File: config.mk
export PLATFORM = sky130hd
export DESIGN_NAME = control_sequencer
export DESIGN_NICKNAME = d
export VERILOG_FILES = /design/src/rtl/control_sequencer.sv
export SDC_FILE = /design/constraint.sdc
export NUM_CORES = 1
export LEC_CHECK = 0
export ABC_AREA = 0
export BUFFER_PORTS_ARGS = -buffer_cell sky130_fd_sc_hd__buf_2
export CORE_MARGIN = 3
export CORE_UTILIZATION = 40
export CTS_BUF_LIST = sky130_fd_sc_hd__clkbuf_4
export DETAILED_ROUTE_END_ITERATION = 8
export PLACE_DENSITY = 0.69
export REMOVE_ABC_BUFFERS = 1
export SYNTH_ARGS = -nofsm -noshare
export SYNTH_HDL_FRONTEND = slang
export SYNTH_SLANG_ARGS = --single-unit
export TNS_END_PERCENT = 5
File: constraint.sdc
create_clock -name clk -period 2 [get_ports clk]
set_clock_uncertainty 0.15 [all_clocks]
set_input_delay 0.1 -clock clk [delete_from_list [all_inputs] [get_ports clk]]
set_output_delay 0.1 -clock clk [all_outputs]
set_load 0.01 [all_outputs]
File: src/rtl/control_sequencer.sv
// -----------------------------------------------------------------------------
// control_sequencer
//
// Control sequencer for a small accumulator machine. A six-step one-hot ring
// (T1..T6) advances once per clock. T1-T3 fetch the instruction and T4-T6
// execute it. The control word is a purely combinational (Moore) decode of
// the registered ring state, the halt flag and the opcode.
//
// Ports
//   clk        in   single clock, rising edge active
//   rst        in   synchronous, active-high reset: forces T1 and clears halt
//   ir_opcode  in   [3:0] upper nibble of the instruction register
//   t_state    out  [5:0] one-hot ring state, bit0 = T1 ... bit5 = T6
//   cp ep lm   out  PC increment, PC-to-bus, load MAR
//   ce li ei   out  RAM-to-bus, load IR, IR-operand-to-bus
//   la ea lb   out  load accumulator, accumulator-to-bus, load B
//   lo         out  load output register
//   alu1 alu0  out  ALU function select
//   add_sub    out  ALU add (0) / subtract (1)
//   xor_not    out  ALU xor (0) / not (1)
//   alu_out    out  ALU-to-bus enable
//   halt       out  machine halted; only rst clears it
// -----------------------------------------------------------------------------
module control_sequencer (
  input  logic       clk,
  input  logic       rst,
  input  logic [3:0] ir_opcode,
  output logic [5:0] t_state,
  output logic       cp,
  output logic       ep,
  output logic       lm,
  output logic       ce,
  output logic       li,
  output logic       ei,
  output logic       la,
  output logic       ea,
  output logic       lb,
  output logic       lo,
  output logic       alu1,
  output logic       alu0,
  output logic       add_sub,
  output logic       xor_not,
  output logic       alu_out,
  output logic       halt
);

  // Ring states
  localparam logic [5:0] StT1 = 6'b000001;
  localparam logic [5:0] StT2 = 6'b000010;
  localparam logic [5:0] StT3 = 6'b000100;
  localparam logic [5:0] StT4 = 6'b001000;
  localparam logic [5:0] StT5 = 6'b010000;
  localparam logic [5:0] StT6 = 6'b100000;

  // Opcode encoding
  localparam logic [3:0] OpLda = 4'b0000;
  localparam logic [3:0] OpAdd = 4'b0001;
  localparam logic [3:0] OpSub = 4'b0010;
  localparam logic [3:0] OpAnd = 4'b0011;
  localparam logic [3:0] OpOr  = 4'b0100;
  localparam logic [3:0] OpXor = 4'b0101;
  localparam logic [3:0] OpNot = 4'b0110;
  localparam logic [3:0] OpOut = 4'b1110;
  localparam logic [3:0] OpHlt = 4'b1111;

  logic [5:0] t_state_q, t_state_d;
  logic       halt_q, halt_d;
  logic       ring_valid;

  // ---------------------------------------------------------------------------
  // Opcode classification
  // ---------------------------------------------------------------------------
  logic is_lda, is_add, is_sub, is_and, is_or, is_xor, is_not, is_out, is_hlt;
  logic is_alu2;   // two-operand ALU ops: memory operand goes through B
  logic is_mem;    // ops that fetch an operand from RAM in T4/T5

  always_comb begin
    is_lda  = (ir_opcode == OpLda);
    is_add  = (ir_opcode == OpAdd);
    is_sub  = (ir_opcode == OpSub);
    is_and  = (ir_opcode == OpAnd);
    is_or   = (ir_opcode == OpOr);
    is_xor  = (ir_opcode == OpXor);
    is_not  = (ir_opcode == OpNot);
    is_out  = (ir_opcode == OpOut);
    is_hlt  = (ir_opcode == OpHlt);
    is_alu2 = is_add | is_sub | is_and | is_or | is_xor;
    is_mem  = is_lda | is_alu2;
  end

  // ---------------------------------------------------------------------------
  // Ring and halt next state
  // ---------------------------------------------------------------------------
  // A corrupted (non-one-hot) ring would otherwise stall or drive conflicting
  // controls forever; it re-enters at T1 instead.
  assign ring_valid = (t_state_q != 6'b0) && ((t_state_q & (t_state_q - 6'd1)) == 6'b0);

  always_comb begin
    t_state_d = t_state_q;
    halt_d    = halt_q;
    if (!halt_q) begin
      if ((t_state_q == StT4) && is_hlt) begin
        // Freeze on T4; the ring does not advance past a halt.
        halt_d = 1'b1;
      end else if (ring_valid) begin
        t_state_d = {t_state_q[4:0], t_state_q[5]};
      end else begin
        t_state_d = StT1;
      end
    end
  end

  always_ff @(posedge clk) begin
    if (rst) begin
      t_state_q <= StT1;
      halt_q    <= 1'b0;
    end else begin
      t_state_q <= t_state_d;
      halt_q    <= halt_d;
    end
  end

  // ---------------------------------------------------------------------------
  // Control decode
  // ---------------------------------------------------------------------------
  // Step strobes are qualified by !halt so every control except halt drops to
  // zero while halted, independent of the opcode.
  logic t1, t2, t3, t4, t5, t6, t_exec;

  always_comb begin
    t1     = !halt_q && (t_state_q == StT1);
    t2     = !halt_q && (t_state_q == StT2);
    t3     = !halt_q && (t_state_q == StT3);
    t4     = !halt_q && (t_state_q == StT4);
    t5     = !halt_q && (t_state_q == StT5);
    t6     = !halt_q && (t_state_q == StT6);
    t_exec = t4 | t5 | t6;
  end

  always_comb begin
    // Fetch plus operand fetch
    ep = t1;
    cp = t2;
    li = t3;
    lm = t1 | (t4 & is_mem);
    ce = t3 | (t5 & is_mem);
    ei = t4 & is_mem;

    // Register loads and accumulator output
    la = (t5 & is_lda) | (t6 & is_alu2) | (t4 & is_not);
    lb = t5 & is_alu2;
    ea = t4 & is_out;
    lo = t4 & is_out;

    // ALU selects stay stable for the whole of T4-T6 on two-operand ops so the
    // ALU result has settled before alu_out opens in T6. NOT is single-step.
    alu1    = (t_exec & (is_or  | is_xor)) | (t4 & is_not);
    alu0    = (t_exec & (is_and | is_xor)) | (t4 & is_not);
    add_sub = t_exec & is_sub;
    xor_not = t4 & is_not;
    alu_out = (t6 & is_alu2) | (t4 & is_not);

    t_state = t_state_q;
    halt    = halt_q;
  end

endmodule

=== Word level (Yosys, flattened, before mapping) ===
Cells that the tools add are included.

* Output and inout bits: 22
* Bits in registers: 7
* Bits of input ports: 6

* Reductions and logical operators: 13
* Add/subtract/negate cells: 1
* Eq/ne operators: 14
* Bitwise gates (word level): 29
* Mux-type cells: 3

{| class="wikitable"
|+ Operator list
! cell !! number
|-
| bitwise OR 1 bit || 16
|-
| == test 4 x 3 -> 1 bit, second input constant || 3
|-
| AND 1 bit || 10
|-
| == test 4 x 2 -> 1 bit, second input constant || 2
|-
| == test 4 bit, second input constant || 2
|-
| logical AND 1 bit || 8
|-
| AND 6 bit || 1
|-
| == test 6 x 1 -> 1 bit, second input constant || 1
|-
| == test 6 x 2 -> 1 bit, second input constant || 1
|-
| == test 6 x 3 -> 1 bit, second input constant || 1
|-
| == test 6 x 4 -> 1 bit, second input constant || 1
|-
| == test 6 x 5 -> 1 bit, second input constant || 1
|-
| == test 6 bit, second input constant || 1
|-
| logical NOT 6 bit || 1
|-
| 2-to-1 mux 6 bit || 1
|-
| nonzero test 6 bit || 1
|-
| subtractor 6 x 1 -> 6 bit, second input constant || 1
|-
| == test 4 x 1 -> 1 bit, second input constant || 1
|-
| logical NOT 4 bit || 1
|-
| 2-to-1 mux 1 bit || 2
|-
| NOT 1 bit || 2
|-
| AND reduction 2 bit || 1
|-
| logical NOT 1 bit || 1
|}

=== Logic depth before layout (Yosys ltp) ===
Gate-level depths: netlist (run 1).

* Depth in word-level cells: 8
* Mapped depth: 5
* Gate-level depth less buffers: 4

=== Worst setup path before layout (run 1) ===
OpenSTA, ideal clock, no wires.

* Path type: reg2out
* Start point: register t_state_q[1] (netlist: t_state[1])
* End point: output add_sub
* Arrival time: 1.392 ns
* Path slack: 0.358 ns
* Required time: 1.750 ns
* Stages on the path, launching flop included: 6
* Path through: dfxtp_1 buf_6 or3_4 a211oi_2 o21ai_2 nor3b_2

* Cells in the longest elaborated chain, start to end: 5
* Elaborated cells on any way between the ends: 9

{| class="wikitable"
|+ Ends and longest elaborated chain
! what !! line !! RTL
|-
| start, declared || 66 || <nowiki>logic [5:0] t_state_q, t_state_d;</nowiki>
|-
| start signal, assigned || 115 || <nowiki>t_state_q <= StT1;</nowiki>
|-
| start signal, assigned || 118 || <nowiki>t_state_q <= t_state_d;</nowiki>
|-
| == test 6 x 4 -> 1 bit / == test 6 x 5 -> 1 bit (equally long branches) || 134, 135 ||
|-
| logical AND 1 bit, on equally long branches || 134, 135 ||
|-
| bitwise OR 1 bit || 137 || <nowiki>t_exec = t4 | t5 | t6;</nowiki>
|-
| bitwise OR 1 bit (*) || 137 ||
|-
| AND 1 bit (*) || 159 || <nowiki>add_sub = t_exec & is_sub;</nowiki>
|-
| end, declared || 41 || <nowiki>output logic add_sub,</nowiki>
|}

Every way passes the cells marked *; elsewhere a longest branch is shown, timed or not.

=== Final worst setup path (run 1) ===
* Start point: register t_state_q[0] (netlist: t_state[0])
* End point: output add_sub

The elaborated chain is that of the path after synthesis.

==> impl_metrics.env, run 1 <==
export IMPL_worstPathRequired_ps=1750
export IMPL_synth_common_cells="nor2_1 (10), dfxtp_1 (7), o21ai_0 (6)"
export IMPL_start_util=0.438
export IMPL_io_buffers=27
export IMPL_worst_endpoint_arrival_ps=1660
export IMPL_hpwl_mm=1.23
export IMPL_pre_cts_ws_ps=228
export IMPL_cp_start_kind="flip-flop"
export IMPL_relSlewSlack=0.782
export IMPL_hold_viol_final=0
export IMPL_yosys_area_share_simple=0.421
export IMPL_grt_pass1_vias=589
export IMPL_syn_cell_area_sq_um=674
export IMPL_synth_top_cell_area_share=0.208
export IMPL_die_area_sq_mm=0.00221
export IMPL_regArea_sq_um=151
export IMPL_p_switching_w=0.000231
export IMPL_crit_start="t_state[0]$_SDFFE_PP1P_"
export IMPL_post_drt_wl_per_cell_microns=12.9
export IMPL_drtPass1Iterations=4
export IMPL_stdcell_count=128
export IMPL_diodes=0
export IMPL_switching_share=0.400
export IMPL_antenna_left=0
export IMPL_finalSetupViolCount=0
export IMPL_ys_seq_elements=7
export IMPL_dp_cells=123
export IMPL_seq_area_frac_synth=0.208
export IMPL_clk_latency_ps=250
export IMPL_synth_adder_area_share=0
export IMPL_root_buffer="clkbuf_4"
export IMPL_syn2layout_area_growth_pct=24.7
export IMPL_synth_xor_area_share=0.0260
export IMPL_finalCriticalPeriod_ps=1910
export IMPL_finalSetupTns_ps=0
export IMPL_ir_worst_vdd_v=0.000405
export IMPL_finalCritPeriodShare=0.953
export IMPL_r2r_start="t_state[0]$_SDFFE_PP1P_"
export IMPL_nets=119
export IMPL_hp_class="primary input to flip-flop"
export IMPL_drc=0
export IMPL_num_rows=14
export IMPL_antenna_found_initial=0
export IMPL_pwr_share_clk=0.221
export IMPL_dieHeight_microns=47.1
export IMPL_crit_path_max_fanout=13
export IMPL_synth_top_family_by_area="simple AND/OR/NAND/NOR gates"
export IMPL_globalRoute_totalOverflow=0
export IMPL_r2r_cells=5
export IMPL_seq_power_share=0.393
export IMPL_drt_initial_drc_count=10
export IMPL_max_cap_violations=0
export IMPL_ios=28
export IMPL_clkSinkCount=7
export IMPL_ys_async_sr_fraction=0
export IMPL_synth_edf_count=0
export IMPL_htree_levels=1
export IMPL_crit_type="flip-flop to output port"
export IMPL_hold_slack_ps=255
export IMPL_yosys_mux_area_fraction=0
export IMPL_gr_usage_all_layers=0.158
export IMPL_hp_start="ir_opcode[0]"
export IMPL_cellPowerDensity_mw_per_mm2=685
export IMPL_worst_slew_pin_slew_ps=321
export IMPL_drt_total_wl_mm=1.66
export IMPL_grt_first_pass_wirelength_mm=2.61
export IMPL_status="finished, final reports clean"
export IMPL_post_synth_top_count_cell="nor2_1"
export IMPL_postSynthCellCount=88
export IMPL_timing_final_ws_setup_ps=95.0
export IMPL_slew_viol_final=0
export IMPL_synth_area_leader_cell="dfxtp_1"
export IMPL_drive_gt1_frac=0.446
export IMPL_r2r_end="t_state[3]$_SDFFE_PP0P_"
export IMPL_via_count=735
export IMPL_path_clk_slew_ps=60
export IMPL_ys_top_cells_by_area="dfxtp_1 (21%), nor2_1 (5.6%), o21ai_0 (4.5%)"
export IMPL_cts_buffers=3
export IMPL_synth_compound_area_frac=0.247
export IMPL_intPower_w=0.000345
export IMPL_die_w_microns=47.1
export IMPL_clockBufferDepth=2
export IMPL_finalPower_w=0.000576
export IMPL_gp_congestion=0.829
export IMPL_fillers=150
export IMPL_leakagePower_nw=0.389
export IMPL_yosys_most_used_dff="dfxtp_1"
export IMPL_ys_types=42
export IMPL_core_sq_mm=0.00154
export IMPL_postSynthAreaPerCell_sq_um=7.66
export IMPL_crit_end="add_sub"
export IMPL_viasPerCell=5.74
export IMPL_rsz0062_at_grt="no"
export IMPL_crit_path_end_kind="output port"
export IMPL_fmax_mhz=525
export IMPL_yosys_warnings=0
export IMPL_cts_tree="yes"
export IMPL_rrSetupSlack_ps=380
export IMPL_multiInputGateArea_sq_um=474
export IMPL_grt_max_degree=14
export IMPL_combPwrFrac=0.385
-- flip-flops by register name, indices dropped and copies added (netlist names) --
register and cells:
t_state 6, halt 1
-- layout by cell type (no fill, tap or decap), types with 2 or more instances in the layout --
cell	netlist	routed
inv_1	4	4
clkbuf_4	0	3
a31oi_1	2	2
a21oi_1	4	4
nor2b_1	3	3
dfxtp_2	0	6
buf_2	5	27
or2_2	2	2
nand3b_1	2	2
nand2_1	4	4
nor3_1	3	3
o21ai_0	6	6
o2bb2ai_1	2	2
nor2_1	10	10
xor2_1	2	2
nand3_1	2	2
nand2b_1	3	3
-- layout make-up --
class                   instances  area share
flip-flops and latches          7       0.180
clock inverters                 1     0.00595
inverters                       4      0.0179
clock buffers                   3      0.0268
repair buffers                 29       0.182
well taps                      16      0.0238
multi-input cells              68       0.564
-- critical path, stage by stage, from the launching register on --
cell and delay, ps:
dfxtp_4 390, or3_4 410, a211oi_2 180, o21ai_2 100
nor3b_2 180, buf_2 150
-- power groups by stage --
stage	registers [W]	clock network, W	logic (W)
final	0.000227	0.000127	0.000222
after global routing	0.000231	0.000139	0.000248
after CTS	0.000220	0.000129	0.000223
after detailed placement	0.000219	0	0.000221
after global placement	0.000218	0	0.000219
after floorplan	0.000219	0	0.000138
-- worst min-delay path by stage --
stage | endpoint | cells after the start | slack [ps]
final | t_state[0]$_SDFFE_PP1P_ | 4 | 260
after global routing | t_state[0]$_SDFFE_PP1P_ | 4 | 290
after CTS | t_state[0]$_SDFFE_PP1P_ | 4 | 250
after detailed placement | t_state[2]$_SDFFE_PP0P_ | 2 | 230
after global placement | t_state[2]$_SDFFE_PP0P_ | 2 | 230
after floorplan | t_state[2]$_SDFFE_PP0P_ | 1 | 20
-- stage by stage --
| step | utilization | area (sq um) |
|---|---|---|
| floorplan | - | 623 |
| global placement | 0.510 | 786 |
| detailed placement | 0.510 | 786 |
| CTS | 0.536 | 826 |
| global route | 0.545 | 841 |
| finish | 0.545 | 841 |
-- cells by family (layout without fill, tap and decap cells) --
logic type | after synthesis | count (layout)
simple gates | 43 | 43
compound gates | 23 | 23
buf+inv | 13 | 37
flops | 7 | 7
xor+xnor | 2 | 2
-- layer usage --
layer | up-vias | share of wire | GRT usage
met4 | 0 | 0 | 0.0221
met3 | 0 | 0.046 | 0.0421
met5 | - | 0 | 0
li1 | 374 | - | -
met1 | 342 | 0.47 | 0.229
met2 | 19 | 0.48 | 0.238
-- what timing repair did --
action | CTS | global route
setup buffers | 0 | 0
hold endpoints to repair | 5 | 0
resized for setup | 2 | 7
endpoints found under the setup margin | 1 | 5
pin swaps | 0 | 2
hold buffers | 1 | 0
No activity file was read; power rests on OpenSTA's default activity.
==> run 2, diff against run 1 <==
==> constraint.sdc (replaced) <==
create_clock -name clk -period 2.31 [get_ports clk]
set_clock_uncertainty 0.15 [all_clocks]
set_input_delay 0.1155 -clock clk [delete_from_list [all_inputs] [get_ports clk]]
set_output_delay 0.1155 -clock clk [all_outputs]
set_load 0.01 [all_outputs]
==> impl_metrics.env, run 2 (synthesis gave the netlist of run 1 again) <==
export IMPL_seq_power_share=0.372
export IMPL_rrSetupSlack_ps=600
export IMPL_cts_buffers=3
export IMPL_pre_cts_ws_ps=518
export IMPL_ir_worst_vdd_v=0.000314
export IMPL_diodes=0
export IMPL_drc=0
export IMPL_leakagePower_nw=0.377
export IMPL_clockBufferDepth=2
export IMPL_placed_area_sq_um=778
export IMPL_crit_end="alu_out"
export IMPL_finalCritPeriodShare=0.896
export IMPL_fillers=150
export IMPL_post_cts_buffers=0
export IMPL_die_w_microns=47.1
export IMPL_relSlewSlack=0.696
export IMPL_crit_path_end_kind="output port"
export IMPL_nets=118
export IMPL_worst_slew_pin_slew_ps=456
export IMPL_drive_gt1_frac=0.378
export IMPL_worstPathRequired_ps=2040
export IMPL_rsz0062_at_grt="no"
export IMPL_path_clk_slew_ps=50
export IMPL_grt_max_degree=14
export IMPL_cellPowerDensity_mw_per_mm2=620
export IMPL_path_depth=5
export IMPL_fmax_mhz=483
export IMPL_worst_path_buf_inv=1
export IMPL_cts_tree="yes"
export IMPL_core_sq_mm=0.00154
export IMPL_status="finished, final reports clean"
export IMPL_hold_slack_ps=303
export IMPL_drtPass1Iterations=4
export IMPL_finalSetupViolCount=0
export IMPL_crit_family="simple AND/OR/NAND/NOR gates"
export IMPL_gp_congestion=0.796
export IMPL_cp_cell_sequence="nor4b_4, nand4_1, nand2b_1, o21ai_0, buf_2"
export IMPL_worst_path_largest_cell_delay_ps=440
export IMPL_viasPerCell=5.54
export IMPL_io_buffers=27
export IMPL_antenna_left=0
export IMPL_hpwl_mm=1.28
export IMPL_dieHeight_microns=47.1
export IMPL_crit_path_max_fanout=13
export IMPL_start_util=0.438
export IMPL_combPwrFrac=0.388
export IMPL_worst_endpoint_arrival_ps=1800
export IMPL_htree_levels=1
export IMPL_finalPower_w=0.000507
export IMPL_largest_reg_flops=6
export IMPL_finalSetupTns_ps=0
export IMPL_cp_start_kind="flip-flop"
export IMPL_crit_start="t_state[0]$_SDFFE_PP1P_"
export IMPL_gr_usage_all_layers=0.170
export IMPL_globalRoute_totalOverflow=0
export IMPL_num_rows=14
export IMPL_p_switching_w=0.000201
export IMPL_r2r_end="t_state[0]$_SDFFE_PP1P_"
export IMPL_syn2layout_area_growth_pct=21.3
export IMPL_pwr_share_clk=0.240
export IMPL_antenna_found_initial=0
export IMPL_timing_final_ws_setup_ps=241
export IMPL_hp_class="primary input to flip-flop"
export IMPL_clk_latency_ps=240
export IMPL_cpMaxStageDelayCell="dfxtp_1"
export IMPL_finalCriticalPeriod_ps=2070
export IMPL_intPower_w=0.000307
export IMPL_grt_pass1_vias=617
export IMPL_root_buffer="clkbuf_4"
export IMPL_max_cap_violations=0
export IMPL_clkSinkCount=7
export IMPL_grt_first_pass_wirelength_mm=2.75
export IMPL_post_drt_wl_per_cell_microns=13.6
export IMPL_layout_commonest_cell="buf_2"
export IMPL_switching_share=0.395
export IMPL_hold_viol_final=0
export IMPL_crit_type="flip-flop to output port"
export IMPL_design_area_sq_um=818
export IMPL_drt_total_wl_mm=1.72
export IMPL_via_count=703
export IMPL_ios=28
export IMPL_r2r_start="t_state[0]$_SDFFE_PP1P_"
export IMPL_slew_viol_final=0
export IMPL_final_cell_mix="buf_2 (27), nor2_1 (10), dfxtp_1 (7), o21ai_0 (6)"
export IMPL_die_area_sq_mm=0.00221
export IMPL_drt_initial_drc_count=28
export IMPL_r2r_cells=4
==> run 2: tightest hold or removal path, delay by kind of cell <==
| kind | cells | cell delay, ps |
|---|---|---|
| compound gates | 1 | 60 |
| buf+inv | 1 | 140 |
| simple gates | 3 | 340 |
==> run 2: layer usage <==
metal	up-vias	global-route usage	share of wire
li1	367	-	-
met1	312	0.230	0.45
met2	24	0.279	0.49
met3	0	0.0230	0.058
met4	0	0.0497	0
met5	-	0	0
==> run 2: layout make-up <==
type / instances / area [sq um] / share of cell area
Tap cell: 16 / 20.0 / 0.0245
Inverter: 4 / 15.0 / 0.0183
Timing Repair Buffer: 28 / 145 / 0.177
Sequential cell: 7 / 140 / 0.171
Clock buffer: 4 / 30.0 / 0.0367
Multi-Input combinational cell: 68 / 468 / 0.572
==> run 2: per-stage QoR <==
step           cells  utilization
4_1_cts          127        0.531
5_1_grt          127        0.531
3_5_place_dp     122        0.505
2_1_floorplan     79            -
6_report         127        0.531
3_3_place_gp     122        0.505
==> run 2: power groups by stage <==
stage	clock network (W)	registers, W	logic [W]
after detailed placement	0	0.000191	0.000194
after CTS	0.000125	0.000188	0.000197
final	0.000122	0.000189	0.000197
after global placement	0	0.000188	0.000192
after floorplan	0	0.000190	0.000119
after global routing	0.000136	0.000192	0.000225
==> run 2: repair_timing <==
item,CTS,global route
resized for setup,0,0
hold endpoints to repair,5,0
hold buffers,1,0
==> run 2: how the worst min path moves through the flow <==
stage,from,depth (start not counted),slack [ps],end
after detailed placement,rst,2,250,t_state[5]$_SDFFE_PP0P_
after floorplan,rst,1,30,t_state[2]$_SDFFE_PP0P_
after global routing,ir_opcode[0],4,320,t_state[0]$_SDFFE_PP1P_
after global placement,rst,2,240,t_state[2]$_SDFFE_PP0P_
final,ir_opcode[0],5,300,t_state[4]$_SDFFE_PP0P_
after CTS,ir_opcode[0],4,280,t_state[0]$_SDFFE_PP1P_
==> run 3, diff against run 2 <==
--- a/config.mk
+++ b/config.mk
@@ -7,7 +7,7 @@
 export LEC_CHECK = 0
 export ABC_AREA = 0
 export BUFFER_PORTS_ARGS = -buffer_cell sky130_fd_sc_hd__buf_2
-export CORE_MARGIN = 3
+export CORE_MARGIN = 10
 export CORE_UTILIZATION = 40
 export CTS_BUF_LIST = sky130_fd_sc_hd__clkbuf_4
 export DETAILED_ROUTE_END_ITERATION = 8
==> impl_metrics.env, run 3 (synthesis gave the netlist of run 1 again) <==
export IMPL_status="finished, final reports clean"
export IMPL_ios=28
export IMPL_drive_gt1_frac=0.378
export IMPL_hold_buffers=1
export IMPL_seq_power_share=0.368
export IMPL_intPower_w=0.000307
export IMPL_hpwl_mm=1.44
export IMPL_final_cell_mix="buf_2 (27), nor2_1 (10), dfxtp_1 (7), o21ai_0 (6)"
export IMPL_crit_path_max_fanout=13
export IMPL_root_buffer="clkbuf_4"
export IMPL_ir_worst_vdd_v=0.000386
export IMPL_rrSetupSlack_ps=730
export IMPL_drtPass1Iterations=4
export IMPL_largest_reg_flops=6
export IMPL_rsz0062_at_grt="no"
export IMPL_clockBufferDepth=2
export IMPL_globalRoute_totalOverflow=0
export IMPL_dp_cells=122
export IMPL_hp_class="primary input to flip-flop"
export IMPL_max_cap_violations=0
export IMPL_clk_latency_ps=250
export IMPL_leakagePower_nw=0.377
export IMPL_worst_slew_pin_slew_ps=435
export IMPL_r2r_end="t_state[0]$_SDFFE_PP1P_"
export IMPL_worst_path_largest_cell_delay_ps=460
export IMPL_clkSinkCount=7
export IMPL_p_switching_w=0.000202
export IMPL_grt_max_degree=14
export IMPL_cp_cell_sequence="or3_4, a211oi_2, o21ai_2, nor3b_2, buf_2"
export IMPL_fmax_mhz=485
export IMPL_relSlewSlack=0.710
export IMPL_cpMaxStageDelayCell="or3_4"
export IMPL_fillers=166
export IMPL_drc=0
export IMPL_dieHeight_microns=61.1
export IMPL_stdcell_count=127
export IMPL_r2r_cells=4
export IMPL_hold_viol_final=0
export IMPL_cts_tree="yes"
export IMPL_diodes=0
export IMPL_crit_start="t_state[0]$_SDFFE_PP1P_"
export IMPL_crit_end="add_sub"
export IMPL_post_drt_wl_per_cell_microns=14.3
export IMPL_grt_pass1_vias=645
export IMPL_path_clk_slew_ps=50
export IMPL_finalCritPeriodShare=0.892
export IMPL_switching_share=0.397
export IMPL_gr_usage_all_layers=0.0963
export IMPL_finalCriticalPeriod_ps=2060
export IMPL_core_sq_mm=0.00156
export IMPL_pwr_share_clk=0.243
export IMPL_die_w_microns=61.1
export IMPL_post_cts_buffers=0
export IMPL_post_cts_resized=0
export IMPL_crit_path_end_kind="output port"
export IMPL_drt_total_wl_mm=1.82
export IMPL_worst_endpoint_arrival_ps=1800
export IMPL_r2r_start="t_state[0]$_SDFFE_PP1P_"
export IMPL_cp_start_kind="flip-flop"
export IMPL_gp_congestion=0.823
export IMPL_syn2layout_area_growth_pct=21.3
export IMPL_cellPowerDensity_mw_per_mm2=622
export IMPL_nets=118
export IMPL_finalSetupTns_ps=0
export IMPL_finalSetupViolCount=0
export IMPL_antenna_left=0
export IMPL_layout_commonest_cell="buf_2"
export IMPL_worstPathRequired_ps=2040
export IMPL_crit_type="flip-flop to output port"
export IMPL_cts_buffers=3
export IMPL_viasPerCell=5.57
export IMPL_slew_viol_final=0
export IMPL_start_util=0.433
export IMPL_io_buffers=27
export IMPL_fin_util=0.525
export IMPL_num_rows=14
export IMPL_combPwrFrac=0.389
export IMPL_die_area_sq_mm=0.00373
export IMPL_via_count=707
export IMPL_antenna_found_initial=0
export IMPL_htree_levels=1
export IMPL_drt_initial_drc_count=11
export IMPL_grt_first_pass_wirelength_mm=2.88
## run 3: cell counts in the layout (fill, tap and decap cells not counted)
Identical to the previous run, type by type.
## run 3: per-stage QoR
stage               cell area (sq um)  hold slack (ps)  total power (W)  worst slack [ps]
global route                      818              297         0.000551              98.4
detailed placement                778              250         0.000387               514
finish                            818              274         0.000509               248
floorplan                         623             34.6         0.000309               628
global placement                  778              241         0.000385               518
CTS                               818              262         0.000512               233
## run 3: area by class of cell
class                           instances  area, sq um  share of cell area
Multi-Input combinational cell         68          468               0.572
Timing Repair Buffer                   28          145               0.177
Sequential cell                         7          140               0.171
Clock buffer                            4         30.0              0.0367
Tap cell                               16         20.0              0.0245
Inverter                                4         15.0              0.0183
## run 3: power by group through the flow
stage               clock (W)  combinational [W]  sequential [W]
floorplan                   0           0.000119        0.000190
global placement            0           0.000196        0.000189
detailed placement          0           0.000197        0.000190
CTS                  0.000126           0.000199        0.000187
global route         0.000136           0.000222        0.000193
finish               0.000124           0.000198        0.000187
## run 3: worst min path at each step
stage	from	slack [ps]	cells past startpoint	endpoint
global route	ir_opcode[0]	300	5	t_state[4]$_SDFFE_PP0P_
detailed placement	rst	250	2	t_state[5]$_SDFFE_PP0P_
finish	ir_opcode[0]	270	4	t_state[0]$_SDFFE_PP1P_
CTS	ir_opcode[0]	260	4	t_state[0]$_SDFFE_PP1P_
global placement	rst	240	2	t_state[2]$_SDFFE_PP0P_
floorplan	rst	30	1	t_state[2]$_SDFFE_PP0P_
## run 3: critical path: cells and delay by family, from the launching register on
family	cells	cell delay, ps
buf+inv	1	140
simple gates	2	630
compound gates	2	340
flops	1	430
## run 3: routing by layer
metal | share of wire | routed length (microns) | track usage | up-vias
li1 | - | - | - | 366
met1 | 0.48 | 874 | 0.116 | 319
met2 | 0.44 | 805 | 0.158 | 22
met3 | 0.075 | 136 | 0.0370 | 0
met4 | 0 | 0 | 0.0195 | 0
met5 | 0 | 0 | 0 | -
